### src/rtl/ram_port_arbiter.sv
// ram_port_arbiter: shares one single-port synchronous RAM between NUM_REQ
// requesters. One transaction at a time: IDLE -> ISSUE -> (WAIT) -> DONE.
// Optional build macro RAM_PORT_ARBITER_FIXED_PRIORITY_EN selects fixed
// priority (lowest index wins) instead of round-robin.
module ram_port_arbiter #(
  parameter int DATA_WIDTH  = 16,
  parameter int ADDR_WIDTH  = 8,
  parameter int NUM_REQ     = 4,
  parameter int MEM_LATENCY = 1
) (
  input  logic                          clk,
  input  logic                          reset,
  input  logic [NUM_REQ-1:0]            req_valid,
  input  logic [NUM_REQ-1:0]            req_write,
  input  logic [NUM_REQ*ADDR_WIDTH-1:0] req_addr,
  input  logic [NUM_REQ*DATA_WIDTH-1:0] req_wdata,
  output logic [NUM_REQ-1:0]            req_ack,
  output logic [DATA_WIDTH-1:0]         rsp_data,
  output logic                          mem_en,
  output logic                          mem_we,
  output logic [ADDR_WIDTH-1:0]         mem_addr,
  output logic [DATA_WIDTH-1:0]         mem_wdata,
  input  logic [DATA_WIDTH-1:0]         mem_rdata,
  output logic                          busy,
  output logic [$clog2(NUM_REQ)-1:0]    grant_id
);
  localparam int GW = $clog2(NUM_REQ);

  typedef enum logic [1:0] {S_IDLE, S_ISSUE, S_WAIT, S_DONE} state_t;

  state_t                state, state_nx;
  logic [GW-1:0]         pick;
  logic                  sel_write;
  logic [ADDR_WIDTH-1:0] sel_addr;
  logic [DATA_WIDTH-1:0] sel_wdata;
  logic                  wr_q;
  logic [2:0]            cnt;
`ifndef RAM_PORT_ARBITER_FIXED_PRIORITY_EN
  logic [GW-1:0]         last;
  logic [GW:0]           cand;
  logic                  found;
`endif

  // Winner selection and mux of the winner's request fields.
  always_comb begin
    pick = '0;
`ifdef RAM_PORT_ARBITER_FIXED_PRIORITY_EN
    for (int i = NUM_REQ-1; i >= 0; i--)
      if (|(req_valid & (NUM_REQ'(1) << i))) pick = GW'(i);
`else
    found = 1'b0;
    cand  = '0;
    // Scan last+1, last+2, ... wrapping; first set bit wins.
    for (int k = 1; k <= NUM_REQ; k++) begin
      cand = {1'b0, last} + (GW+1)'(k);
      if (cand >= (GW+1)'(NUM_REQ)) cand = cand - (GW+1)'(NUM_REQ);
      if (!found && |(req_valid & (NUM_REQ'(1) << cand))) begin
        found = 1'b1;
        pick  = cand[GW-1:0];
      end
    end
`endif
    sel_write = 1'b0;
    sel_addr  = '0;
    sel_wdata = '0;
    for (int i = 0; i < NUM_REQ; i++)
      if (pick == GW'(i)) begin
        sel_write = req_write[i];
        sel_addr  = req_addr[i*ADDR_WIDTH +: ADDR_WIDTH];
        sel_wdata = req_wdata[i*DATA_WIDTH +: DATA_WIDTH];
      end
  end

  // State register.
  always_ff @(posedge clk) begin
    if (reset) state <= S_IDLE;
    else       state <= state_nx;
  end

  // Next-state logic; IDLE is always visited between transactions.
  always_comb begin
    state_nx = state;
    case (state)
      S_IDLE:  if (|req_valid) state_nx = S_ISSUE;
      S_ISSUE: state_nx = wr_q ? S_DONE : S_WAIT;
      S_WAIT:  if (cnt == 3'd1) state_nx = S_DONE;
      S_DONE:  state_nx = S_IDLE;
      default: state_nx = S_IDLE;
    endcase
  end

  // Request latch, grant pointer, latency counter and read-data capture.
  always_ff @(posedge clk) begin
    if (reset) begin
      grant_id  <= '0;
      wr_q      <= 1'b0;
      mem_addr  <= '0;
      mem_wdata <= '0;
      cnt       <= '0;
      rsp_data  <= '0;
`ifndef RAM_PORT_ARBITER_FIXED_PRIORITY_EN
      last      <= GW'(NUM_REQ-1);
`endif
    end else begin
      case (state)
        S_IDLE: if (|req_valid) begin
          grant_id  <= pick;
          wr_q      <= sel_write;
          mem_addr  <= sel_addr;
          mem_wdata <= sel_wdata;
`ifndef RAM_PORT_ARBITER_FIXED_PRIORITY_EN
          last      <= pick;
`endif
        end
        S_ISSUE: cnt <= 3'(MEM_LATENCY);
        S_WAIT: begin
          cnt <= cnt - 3'd1;
          if (cnt == 3'd1) rsp_data <= mem_rdata;
        end
        default: ;
      endcase
    end
  end

  // Outputs decoded from registered state only.
  always_comb begin
    mem_en  = (state == S_ISSUE);
    mem_we  = (state == S_ISSUE) && wr_q;
    busy    = (state != S_IDLE);
    req_ack = '0;
    if (state == S_DONE) req_ack = NUM_REQ'(1) << grant_id;
  end

endmodule
### config.mk
export PLATFORM = sky130hd
export DESIGN_NAME = ram_port_arbiter
export DESIGN_NICKNAME = d
export VERILOG_FILES = /design/src/rtl/ram_port_arbiter.sv
export SDC_FILE = /design/constraint.sdc
export NUM_CORES = 1
export LEC_CHECK = 0
export ABC_AREA = 1
export CORE_MARGIN = 10
export CORE_UTILIZATION = 34
export CTS_CLUSTER_SIZE = 28
export DETAILED_ROUTE_END_ITERATION = 10
export PLACE_DENSITY = 0.69
export SYNTH_ARGS = -nofsm -noshare
export SYNTH_HDL_FRONTEND = slang
export SYNTH_SLANG_ARGS = --single-unit
export TNS_END_PERCENT = 50
### constraint.sdc
create_clock -name clk -period 3.2 [get_ports clk]
set_clock_uncertainty 0.05 [all_clocks]
set_input_delay 0.96 -clock clk [delete_from_list [all_inputs] [get_ports clk]]
set_output_delay 0.96 -clock clk [all_outputs]
set_load 0.1 [all_outputs]
==> impl_metrics.toml <==
[run_status]
run_status = "complete, no violations"

[critical_path]
timing.setup.critical_path_class = "input pin to register"
worst_setup_path_start_kind = "input pin"
crit_path_max_fanout = 20
worstPathArrival_ns = 3.01
critical_path_required_ns = 3.33
reg2reg_depth = 14
critical_path.endpoint_type = "register"

[job]
timing.max_cap.violations = 0

[synthesis]
synthesis.yosys.warnings = 0
yosys_most_used_dff = "sky130_fd_sc_hd__dfxtp_1"
postSynthCellCount = 483
synth_edf_count = 0
synth-seq-cells = 50
post_synthesis_cell_area_um2 = 3320
synth.yosys.seq_area_share_pct = 30.2
ys_types = 36
per_instance_average_area_after_synthesis_um2 = 6.87
synthesized_net_count = 615
synthArstFlopShare_pct = 0

[cells_and_area]
finish.utilization_pct = 53.5
area.growth.synth_to_final_pct = 55.4
ratio_of_cells_with_drive_above_1_in_the_final_layout_pct = 23.2
layout_common_cells = "sky130_fd_sc_hd__clkdlybuf4s50_1 (120), sky130_fd_sc_hd__nand2_1 (116), sky130_fd_sc_hd__inv_1 (66), sky130_fd_sc_hd__buf_4 (60), sky130_fd_sc_hd__o21ai_0 (51)"
layout.cells.non_filler = 783
diodes = 0
filler_cell_count = 954
finalNetCount = 781
most_common_cell_after_layout_fill_and_taps_aside = "sky130_fd_sc_hd__clkdlybuf4s50_1"

[timing]
timing_worst_slew_pin_value_ns = 1.02
finalCriticalPeriod_ns = 2.88
rsz0062_at_grt = "no"
slew_violations = 0
hold_violations = 0
layout_setup_ws_ns = 0.319
timing.fmax_mhz = 347
timing.max_slew.rel_slack_pct = 32.1
fin_crit_sh_pct = 90.0
setup-tns-final_ns = 0
setup_viol = 0

[floorplanning]
dieArea_um2 = 14100
die_h_um = 119
die_width_um = 119
fp-row-count = 36
starting_utilization_of_the_core_area_pct = 34.4
floorplan.core_area_um2 = 9640
io_pins = 171

[global_routing]
wire_length_of_the_first_global_routing_pass_um = 18300
grt_overflow = 0
largest_net_degree_at_the_start_of_global_routing = 33
grt_pass1_vias = 3724
gr-usage-all-layers_pct = 15.4
grt_antenna_before_repair = 0

[clock_network]
tritoncts = "yes"
postCtsHoldBufs = 0
reg_clk_slew_reported_paths_ns = 0.09
tritoncts_num_sinks = 50
insertion_delay_ns = 0.30
number_of_buffers_added_by_the_clock_tree_synthesis_step = 5
cts.root.buffer_cell = "sky130_fd_sc_hd__clkbuf_8"
clockBufferDepth = 2
clock_tree.htree_level_count = 2

[drt]
detail_route.iter0.violations = 210
vias = 3589
postRouteAntennaNets = 0
dr.pass1.iters = 4
route.detailed.drc = 0
post_drt_via_cell_ratio = 4.58
avgRoutedWirePerCell_um = 14.6
total_wirelength_of_the_detailed_routed_design_um = 11400

[min_path]
worstHoldPathType = "register to register"
cell_count_of_the_worst_hold_path = 2

[power]
totalPowerFinal_w = 0.00591
leakagePower_nw = 2.29
power_density_nw_per_um2 = 1150
worst_ir_drop_vdd_uv = 512

[placement]
dpl_worst_slack_ns = -0.178
hpwlAfterDp_um = 9050
port-buffer-count = 170
place.gp.congestion = 0.846
placed_cells_incl_taps = 775
through the flow:
stage          area [µm²]  hold slack, ns
2_1_floorplan        3340           0.394
3_3_place_gp         5040           0.384
3_5_place_dp         5040           0.388
4_1_cts              5150           0.402
5_1_grt              5160           0.423
6_report             5160           0.400
critical path, stage by stage:
cell and delay, ns:
sky130_fd_sc_hd__clkdlybuf4s50_1 0.41, sky130_fd_sc_hd__buf_4 0.15, sky130_fd_sc_hd__nand2_1 0.07, sky130_fd_sc_hd__nand2_2 0.07, sky130_fd_sc_hd__nor2_2 0.19, sky130_fd_sc_hd__nand3_1 0.20, sky130_fd_sc_hd__nand2_4 0.18, sky130_fd_sc_hd__inv_4 0.08
sky130_fd_sc_hd__buf_4 0.22, sky130_fd_sc_hd__o21ai_0 0.23, sky130_fd_sc_hd__nand3_2 0.11, sky130_fd_sc_hd__nand2_1 0.08, sky130_fd_sc_hd__a21oi_2 0.05
sequential cells by signal, indices dropped and copies added, names as in the netlist:
signal	cells
cnt	3
grant_id	2
last	2
mem_addr	8
mem_wdata	16
rsp_data	16
state	2
wr_q	1
timing repair:
action / in CTS / in global routing
resized for setup: 0 / 1
setup buffers: 0 / 0
endpoints found under the setup margin: 0 / 5
cells by family after synthesis:
group                      count (synthesis)  share of synthesized area (%)
buffers and inverters                     99                           13.5
adders and majority gates                 10                           3.77
AOI/OAI and AO/OA                        116                           20.0
and+or+nand+nor                          208                           32.6
DFF                                       50                           30.2
cell usage after synthesis (2+ instances only):
library cell / count / area (µm²)
sky130_fd_sc_hd__or2_2: 2 / 12.5
sky130_fd_sc_hd__nor2_2: 2 / 12.5
sky130_fd_sc_hd__nand3_1: 26 / 130
sky130_fd_sc_hd__buf_2: 4 / 20.0
sky130_fd_sc_hd__o21ai_0: 51 / 255
sky130_fd_sc_hd__nor2_1: 6 / 22.5
sky130_fd_sc_hd__o211ai_1: 2 / 15.0
sky130_fd_sc_hd__buf_12: 3 / 60.1
sky130_fd_sc_hd__nand3_4: 2 / 35.0
sky130_fd_sc_hd__buf_4: 2 / 15.0
sky130_fd_sc_hd__dfxtp_1: 50 / 1000
sky130_fd_sc_hd__nand4_1: 4 / 25.0
sky130_fd_sc_hd__nor2_8: 2 / 40.0
sky130_fd_sc_hd__o21ai_1: 14 / 70.1
sky130_fd_sc_hd__nand2_1: 116 / 435
sky130_fd_sc_hd__ha_1: 10 / 125
sky130_fd_sc_hd__nand3_2: 11 / 110
sky130_fd_sc_hd__nand2_2: 23 / 144
sky130_fd_sc_hd__nand2_4: 5 / 56.3
sky130_fd_sc_hd__a21oi_2: 20 / 175
sky130_fd_sc_hd__nor3_1: 4 / 20.0
sky130_fd_sc_hd__nand3b_1: 2 / 15.0
sky130_fd_sc_hd__inv_2: 7 / 26.3
sky130_fd_sc_hd__inv_1: 66 / 248
sky130_fd_sc_hd__a21oi_1: 27 / 135
sky130_fd_sc_hd__clkbuf_1: 12 / 45.0
path summary, 6_finish.rpt:
check                                   from          end  slack, ns
worst max-delay path            req_valid[1]  mem_addr[2]       0.32
worst min register to register   rsp_data[6]  rsp_data[6]       0.40
worst max register to register       last[1]  mem_addr[2]       0.68
worst min-delay path             rsp_data[6]  rsp_data[6]       0.40
report_power, final:
part | switching [W] | internal [W]
registers | 0.000123 | 0.000805
clock network | 0.000212 | 0.000233
logic | 0.00314 | 0.00140
layout make-up:
| type | count | area, µm² | share of cell area (%) |
|---|---|---|---|
| multi-input cells | 334 | 1900 | 36.8 |
| repair buffers | 183 | 1700 | 32.9 |
| flip-flops and latches | 50 | 1000 | 19.4 |
| inverters | 75 | 284 | 5.51 |
| well taps | 133 | 166 | 3.23 |
| clock buffers | 6 | 72.6 | 1.41 |
| clock inverters | 2 | 37.5 | 0.728 |
per-layer routing:
layer  routed length, µm  part of all wire (%)  track usage, %
met5                   0                     0               0
met4                  63                  0.55            2.75
met3                 905                   7.9            5.62
met2                5530                    48            27.4
met1                4940                    43            17.6
Note: power is estimated with default switching activity, not from simulation.
